File: config.mk
export PLATFORM = sky130hd
export DESIGN_NAME = pll_mode_writer
export DESIGN_NICKNAME = d
export VERILOG_FILES = /design/src/rtl/pll_mode_writer.sv
export SDC_FILE = /design/constraint.sdc
export NUM_CORES = 1
export LEC_CHECK = 0
export ABC_AREA = 1
export BUFFER_PORTS_ARGS = -buffer_cell sky130_fd_sc_hd__buf_2
export CAP_MARGIN = 20
export CORE_UTILIZATION = 45
export DETAILED_ROUTE_END_ITERATION = 6
export GPL_ROUTABILITY_DRIVEN = 0
export PLACE_DENSITY = 0.77
export RECOVER_POWER = 50
export SYNTH_ARGS = -nofsm -noshare
export SYNTH_HDL_FRONTEND = slang
export SYNTH_SLANG_ARGS = --single-unit
File: constraint.sdc
create_clock -name clk -period 3.5 [get_ports clk]
set_input_delay 0.175 -clock clk [delete_from_list [all_inputs] [get_ports clk]]
set_output_delay 0.175 -clock clk [all_outputs]
set_load 0.02 [all_outputs]
File: src/rtl/pll_mode_writer.sv
// PLL reconfiguration sequencer: turns N/M/C0 ratios into register writes for the reconfig FIFO.
// Optional build macro PLL_FRAC_EN adds the fractional-K write (W_K) to the sequence.
module pll_mode_writer #(
   parameter logic [15:0] SETTLE_CYCLES = 16'd50000
) (
   input  logic        clk,
   input  logic        reset_n,
   input  logic        req,
   input  logic [8:0]  n_div,
   input  logic [8:0]  m_div,
   input  logic [8:0]  c_div,
   input  logic [31:0] k_frac,
   output logic [5:0]  pll_addr,
   output logic [31:0] pll_value,
   output logic        pll_write,
   input  logic        pll_busy,
   output logic        busy,
   output logic        done,
   output logic        bad_div,
   output logic [3:0]  fsm_state
);

   localparam logic [3:0] IDLE    = 4'd0;
   localparam logic [3:0] W_MODE  = 4'd1;
   localparam logic [3:0] W_N     = 4'd2;
   localparam logic [3:0] W_M     = 4'd3;
   localparam logic [3:0] W_C     = 4'd4;
`ifdef PLL_FRAC_EN
   localparam logic [3:0] W_K     = 4'd5;
`endif
   localparam logic [3:0] W_START = 4'd6;
   localparam logic [3:0] SETTLE  = 4'd7;
   localparam logic [3:0] DONE    = 4'd8;

   localparam logic [5:0] ADDR_MODE  = 6'd0;
   localparam logic [5:0] ADDR_START = 6'd2;
   localparam logic [5:0] ADDR_N     = 6'd3;
   localparam logic [5:0] ADDR_M     = 6'd4;
   localparam logic [5:0] ADDR_C     = 6'd5;
`ifdef PLL_FRAC_EN
   localparam logic [5:0] ADDR_K     = 6'd7;
`endif

   // Counter-select field [22:18]; 0 addresses C0.
   localparam logic [31:0] C0_SEL = {9'd0, 5'd0, 18'd0};

   // A zero setting still waits one cycle.
   localparam logic [15:0] SETTLE_LOAD = (SETTLE_CYCLES == 16'd0) ? 16'd0 : SETTLE_CYCLES - 16'd1;

   logic [3:0]  state;
   logic [3:0]  nxt;
   logic [8:0]  n_lat;
   logic [8:0]  m_lat;
   logic [8:0]  c_lat;
   logic [15:0] settle_cnt;
   logic        in_w;
   logic [5:0]  addr_d;
   logic [31:0] value_d;

`ifdef PLL_FRAC_EN
   logic [31:0] k_lat;
`else
   logic        unused_k_frac;
   assign unused_k_frac = ^k_frac;
`endif

   // Counter word: high = ceil(d/2), low = floor(d/2), odd flag at 17; d=1 uses bypass.
   function automatic logic [31:0] cnt_word(input logic [8:0] d);
      logic [7:0] high;
      high = d[8:1] + {7'd0, d[0]};
      if (d == 9'd1)
         cnt_word = 32'h0001_0000;
      else
         cnt_word = {14'd0, d[0], 1'b0, high, d[8:1]};
   endfunction

   // Handshake: one word leaves on every cycle pll_write is high; pll_write never rises
   // while pll_busy is high, and pll_addr/pll_value stay put until the word is taken.
   always_comb begin
      in_w = 1'b0;
      case (state)
         W_MODE, W_N, W_M, W_C, W_START: in_w = 1'b1;
`ifdef PLL_FRAC_EN
         W_K:                            in_w = 1'b1;
`endif
         default:                        in_w = 1'b0;
      endcase
   end

   // A rejected request passes through W_MODE without writing.
   assign pll_write = in_w & ~pll_busy & ~((state == W_MODE) & bad_div);

   always_comb begin
      nxt = state;
      case (state)
         IDLE:    if (req) nxt = W_MODE;
         W_MODE: begin
            if (bad_div)
               nxt = IDLE;
            else if (pll_write)
               nxt = W_N;
         end
         W_N:     if (pll_write) nxt = W_M;
         W_M:     if (pll_write) nxt = W_C;
`ifdef PLL_FRAC_EN
         W_C:     if (pll_write) nxt = W_K;
         W_K:     if (pll_write) nxt = W_START;
`else
         W_C:     if (pll_write) nxt = W_START;
`endif
         W_START: if (pll_write) nxt = SETTLE;
         SETTLE:  if (settle_cnt == 16'd0) nxt = DONE;
         DONE:    nxt = IDLE;
         default: nxt = IDLE;
      endcase
   end

   // Word for the state being entered, so the registered outputs line up with it.
   always_comb begin
      addr_d  = '0;
      value_d = '0;
      case (nxt)
         W_MODE: begin
            addr_d  = ADDR_MODE;
            value_d = 32'h0;
         end
         W_N: begin
            addr_d  = ADDR_N;
            value_d = cnt_word(n_lat);
         end
         W_M: begin
            addr_d  = ADDR_M;
            value_d = cnt_word(m_lat);
         end
         W_C: begin
            addr_d  = ADDR_C;
            value_d = cnt_word(c_lat) | C0_SEL;
         end
`ifdef PLL_FRAC_EN
         W_K: begin
            addr_d  = ADDR_K;
            value_d = k_lat;
         end
`endif
         W_START: begin
            addr_d  = ADDR_START;
            value_d = 32'h1;
         end
         default: begin
            addr_d  = '0;
            value_d = '0;
         end
      endcase
   end

   always_ff @(posedge clk or negedge reset_n) begin
      if (!reset_n) begin
         state      <= IDLE;
         n_lat      <= '0;
         m_lat      <= '0;
         c_lat      <= '0;
         bad_div    <= 1'b0;
         settle_cnt <= '0;
         pll_addr   <= '0;
         pll_value  <= '0;
      end else begin
         state     <= nxt;
         pll_addr  <= addr_d;
         pll_value <= value_d;
         if (state == IDLE && req) begin
            n_lat   <= n_div;
            m_lat   <= m_div;
            c_lat   <= c_div;
            bad_div <= (n_div == 9'd0) | (m_div == 9'd0) | (c_div == 9'd0);
         end
         if (state == W_START && pll_write)
            settle_cnt <= SETTLE_LOAD;
         else if (state == SETTLE && settle_cnt != 16'd0)
            settle_cnt <= settle_cnt - 16'd1;
      end
   end

`ifdef PLL_FRAC_EN
   always_ff @(posedge clk or negedge reset_n) begin
      if (!reset_n)
         k_lat <= '0;
      else if (state == IDLE && req)
         k_lat <= k_frac;
   end
`endif

   assign busy      = (state != IDLE);
   assign done      = (state == DONE);
   assign fsm_state = state;

   a_no_write_when_full: assert property (@(posedge clk) disable iff (!reset_n)
      pll_busy |-> !pll_write);

   a_word_held: assert property (@(posedge clk) disable iff (!reset_n)
      (in_w && pll_busy) |=> ($stable(pll_addr) && $stable(pll_value)));

   a_done_single: assert property (@(posedge clk) disable iff (!reset_n)
      done |=> !done);

endmodule

==> Word level (Yosys, flattened, before mapping) <==
Cells that the tools add are included.
{ "classes": {"addsub": 4, "n_eq_ne": 14, "mux": 17, "bitwise_logic": 7, "reduce_logical": 12} }
{ "ops": {"columns": ["op", "n"], "rows": [
  ["18-bit case mux with 4 select lines", 1],
  ["18-bit 2-to-1 mux", 3],
  ["16-bit 2-to-1 mux", 2],
  ["4-bit 2-to-1 mux", 8],
  ["4-bit case mux with 7 select lines", 1],
  ["9-bit by 1-bit equality test with 1-bit output (second input constant)", 3],
  ["9-bit logical NOT", 3],
  ["8-bit by 1-bit adder with 8-bit output", 3],
  ["4-bit by 3-bit equality test with 1-bit output (second input constant)", 5],
  ["4-bit by 2-bit equality test with 1-bit output (second input constant)", 4],
  ["16-bit logical NOT", 1],
  ["16-bit nonzero test", 1],
  ["16-bit by 1-bit subtractor with 16-bit output (second input constant)", 1],
  ["3-bit case mux with 4 select lines", 1],
  ["5-bit OR reduction", 1],
  ["4-bit by 1-bit equality test with 1-bit output (second input constant)", 1],
  ["4-bit equality test (second input constant)", 1],
  ["4-bit logical NOT", 1],
  ["4-bit nonzero test", 1],
  ["1-bit AND", 3],
  ["1-bit logical AND", 3],
  ["1-bit inverter", 2],
  ["1-bit OR", 2],
  ["2-bit nonzero test", 1],
  ["1-bit 2-to-1 mux", 1]
]} }
{ "word_totals": {"reg_bits": 86, "inputBits": 63} }

==> Logic depth before layout (Yosys ltp) <==
{ "depth": {"word_depth": 10, "depth_mapped": 14} }

==> Worst setup path before layout <==
OpenSTA, ideal clock, no wires.
{ "synth_timing": {"kind": "flip-flop to flip-flop", "from": "register state[2] (netlist: fsm_state[2])", "to": "register pll_value[1]", "setup_time_ns": 0.125, "arrival_time_ns": 1.656, "required_time_ns": 3.375, "slack_ns": 1.719, "stages_incl_launch_ff": 12, "path_buffers": 1, "cell_sequence": "dfrtp_1 nor2_2 nand2_1 nand3_2 nand2_1 a21oi_2 nand3_4 nand2_2 inv_4 buf_6 nand3_1 nand3_1"} }
{ "synth_via": {"elab_chain_len": 10, "word_cells_on_any_way": 27} }
{ "synth_lines": {"columns": ["item", "line", "rtl"], "rows": [
  ["start: declaration", "50", "logic [3:0] state;"],
  ["start signal: assignment", "167", "state <= nxt;"],
  ["4-bit by 1-bit equality test with 1-bit output (tied with other cells)", "81, 91, 95", null],
  ["5-bit OR reduction", "81", "case (state)"],
  ["1-bit 2-to-1 mux", "81", null],
  ["1-bit AND (2 in a row)", "91", "assign pll_write = in_w & ~pll_busy & ~((state == W_MODE) & bad_div);"],
  ["4-bit 2-to-1 mux", "100", "else if (pll_write)"],
  ["4-bit 2-to-1 mux", "98", "if (bad_div)"],
  ["4-bit case mux with 7 select lines (*)", "95", "case (state)"],
  ["net nxt[1]", "51", "logic [3:0] nxt;"],
  ["4-bit by 3-bit equality test with 1-bit output / 4-bit by 2-bit equality test with 1-bit output (equally long branches)", "122", "case (nxt)"],
  ["18-bit case mux with 4 select lines (*)", "122", null],
  ["net value_d[1]", "58", "logic [31:0] value_d;"],
  ["end signal: assignment", "169", "pll_value <= value_d;"],
  ["end: declaration", "14", "output logic [31:0] pll_value,"]
]} }
The timed path passes the listed nets; every way through them passes the cells marked *.
A chain may end at the register's enable or synchronous reset.

==> Final worst setup path <==
{ "layout_timing": {"from": "register state[2] (netlist: fsm_state[2])", "to": "register pll_value[15]"} }
{ "layout_via": {"elab_chain_len": 10, "word_cells_on_any_way": 27} }
{ "layout_lines": {"columns": ["item", "line"], "rows": [
  ["4-bit by 1-bit equality test with 1-bit output (tied with other cells)", "81, 91, 95"],
  ["5-bit OR reduction", "81"],
  ["1-bit 2-to-1 mux", "81"],
  ["1-bit AND (2 in a row)", "91"],
  ["4-bit 2-to-1 mux", "100"],
  ["4-bit 2-to-1 mux", "98"],
  ["4-bit case mux with 7 select lines (*)", "95"],
  ["4-bit by 3-bit equality test with 1-bit output / 4-bit by 2-bit equality test with 1-bit output (equally long branches)", "122"],
  ["18-bit case mux with 4 select lines (*)", "122"],
  ["net value_d[15]", "58"]
]} }
Marked as above.

==> run summary <==
Num CTS Buffers -> 9
Pwr Density -> 315.2 mW/mm²
Sequential share of the synthesized area -> 42.74%
Largest net degree at the start of global routing -> 56
Initial DRC Count -> 213
CTS root buffer -> clkbuf_8
R2r setup slk -> 1.11 ns
EDFF count, synth -> 0
Setup ws final -> 1.114 ns
Clock group share of total power -> 39.4%
Die height -> 96.75 µm
Grt total ovfl -> 0
Slew at the pin closest to its max-slew limit -> 1.288 ns
DR vias/cell -> 5.138
Register share of total power -> 56.6%
Main synth FF type -> dfrtp_1
Busiest metal layer after global routing -> met2
Max Root-Sink Buffers -> 2
PnR Total Power -> 1.408 mW
Routed len/inst -> 13.02 µm
Post-CTS resize count -> 0
Initial DRT Pass Iterations -> 5
Antenna Cells -> 0
Io pins -> 109
Status -> finished clean
Synth cell types -> 35
Period Utilization, post-route -> 68.18%
Slew headroom -> 14.11%
GR Layer Usage met3 -> 4.552%
GRT Total Usage -> 19.99%
LEAKAGE -> 2.261 nW
Critical path type -> reg2reg
I/O Buffers -> 59
Starting Density -> 46.33%
Residual DRC -> 0
Met1 Track Usage GR -> 26.75%
Met2 usage -> 30.61%
Syn. warnings -> 0
Max Transition Viols Final -> 0
Critical path peak fanout -> 23
Synth Instances -> 518
Skew-Pair Late Insertion Delay -> 0.34 ns
Vias in the first global route -> 3230
Die W -> 96.75 µm
Worst Hold Class -> in2reg
Worst Setup EP -> pll_value[15]
Final wirelength -> 8942 µm
Post-Route Hold Slack -> 0.04488 ns
Reg clk slew, reported paths -> 0.06 ns
Layout area overhead -> 10.59%
Flops & latches, synth -> 69
FMAX -> 419.1 MHz
P_sw -> 0.3109 mW
CTS tree -> done
Cell area after synthesis -> 0.004040 mm²
Setup TNS -> 0 ns
H-tree depth -> 3
Hold Buf Count CTS -> 1
Via count -> 3530
Final ANT Viol Nets -> 0
Die area -> 0.009361 mm²
Dpl ws -> 1.166 ns
Postcts setup bufs -> 0
Layout cells sized above 1 -> 12.95%
Sw frac -> 22.08%
RSZ-0062 raised after global routing -> no
RR Endpoint -> pll_value[15]
DP Wirelength -> 6942 µm
Gate power share -> 4.0%
Crit path time final -> 2.386 ns
Max Cap Violations -> 0
P_int -> 1.097 mW
Initial antenna violation count -> 0
CP startpoint -> fsm_state[2]
Arrival @ worst endpoint -> 2.65 ns
Worst path required time -> 3.76 ns
Net count reported at finish -> 649
Synth async-reset ratio -> 100.0%
CTS Sinks -> 69
Worst r2r src -> fsm_state[2]
Clk_skew -> 0.01251 ns
First-pass GRT wire length -> 14930 µm
R2R depth -> 11
Core ar. -> 0.008721 mm²
Crit. End Element -> register
VDD IR max -> 0.0002190 V
Fin. Hold Viols -> 0
Final setup viols -> 0
CP Launch Type -> register
Synth Area per Inst -> 7.799 µm²
Rows -> 34
-- worst max-delay path, cell delays in order (launching register included) --
cell	delay [ns]
dfrtp_1	0.43
nor2_2	0.28
nand3_1	0.11
nand2_1	0.08
inv_2	0.05
nand3_2	0.21
nand2_1	0.20
nor2_4	0.43
nand2_2	0.12
inv_4	0.18
nand3_1	0.11
nand3_1	0.11
-- synth_stat cells, types with 2 or more instances --
library cell	number	share of area [%]
nor2_2	5	0.77
nand2_2	4	0.62
xor2_1	11	2.4
dfrtp_1	69	43
inv_2	4	0.37
nand2_1	115	11
nor3_1	6	0.74
buf_6	3	0.84
nand3_2	4	0.99
inv_4	2	0.31
nand3b_1	3	0.56
nor2_1	45	4.2
o21ai_0	29	3.6
a21oi_1	5	0.62
ha_1	10	3.1
buf_2	2	0.25
buf_4	20	3.7
xnor2_1	3	0.65
nand4_1	25	3.9
inv_1	62	5.8
nor4_1	10	1.5
nor2_4	2	0.56
nand3_1	62	7.7
clkbuf_1	6	0.56
-- sequential cells by signal, indices dropped and copies added, names as in the netlist --
| signal | flops |
|---|---|
| m_lat | 9 |
| fsm_state | 4 |
| n_lat | 9 |
| settle_cnt | 16 |
| c_lat | 9 |
| bad_div | 1 |
| pll_addr | 3 |
| pll_value | 18 |
-- per-stage QoR --
stage,utilization (%),instance area (µm²),instances
3_3_place_gp,49.64,4329,672
4_1_cts,51.65,4504,687
3_5_place_dp,49.64,4329,672
2_1_floorplan,-,4100,534
5_1_grt,51.23,4468,687
6_report,51.23,4468,687
-- cells by family (layout without fill, tap and decap cells) --
logic type | Yosys count | in the layout | synth area share, %
AO/OA/AOI/OAI | 39 | 39 | 5.265
XOR/XNOR | 14 | 14 | 3.035
adder cells (fa/ha/maj) | 10 | 10 | 3.097
buffers and inverters | 99 | 144 | 11.80
flip-flops | 69 | 69 | 42.74
other | 1 | 17 | 0.09282
AND/OR/NAND/NOR | 286 | 286 | 33.97
-- area by class of cell --
| cell class | instances | area [µm²] |
|---|---|---|
| multi-input cells | 366 | 1897 |
| flip-flops and latches | 69 | 1727 |
| clock buffers | 12 | 155.1 |
| repair buffers | 62 | 284.0 |
| inverters | 68 | 260.3 |
| clock inverters | 2 | 10.01 |
| fillers | 845 | 4253 |
| well taps | 108 | 135.1 |
-- worst min-delay path by stage --
| stage | from | end | cells past startpoint |
|---|---|---|---|
| floorplan | reset_n | bad_div | 0 |
| global placement | reset_n | settle_cnt[9] | 1 |
| detailed placement | reset_n | settle_cnt[8] | 1 |
| CTS | c_div[2] | c_lat[2] | 3 |
| global route | m_div[0] | m_lat[0] | 3 |
| finish | m_div[7] | m_lat[7] | 3 |
-- power groups by stage --
stage / clock [mW] / sequential (mW) / combinational (mW)
2_1_floorplan: 0 / 0.813 / 0.0338
5_1_grt: 0.602 / 0.797 / 0.0634
3_3_place_gp: 0 / 0.812 / 0.0551
3_5_place_dp: 0 / 0.812 / 0.0567
6_report: 0.555 / 0.797 / 0.0559
4_1_cts: 0.569 / 0.797 / 0.0575
-- cell usage in the layout (no fill, tap or decap) --
cell type and n:
o21a_1 1, nand4_1 25, nand2_2 4, inv_2 4
xor2_1 11, nor3_1 6, inv_4 2, nand2_4 1
nor4_1 10, dfrtp_1 69, nand3_1 62, ha_1 10
nand3_4 1, dlygate4sd3_1 1, buf_2 32, nor2_2 5
nand3_2 4, a31oi_1 1, a21boi_2 1, nand3b_1 3
clkbuf_2 1, conb_1 17, nor2_8 1, o21ai_0 29
or2_2 1, clkinv_2 2, a21oi_2 1, nor2_4 2
nand2_1 115, nor2_1 45, clkbuf_1 28, a211o_1 1
xnor2_1 3, clkbuf_8 11, inv_1 62, nor3_4 1
buf_4 1, a21oi_1 5
-- layer usage --
metal,vias to the layer above,wire length [µm]
li1,1776,-
met1,1634,4192
met2,101,4100
met3,19,383
met4,0,266
met5,-,0
Note: power is estimated with default switching activity, not from simulation.
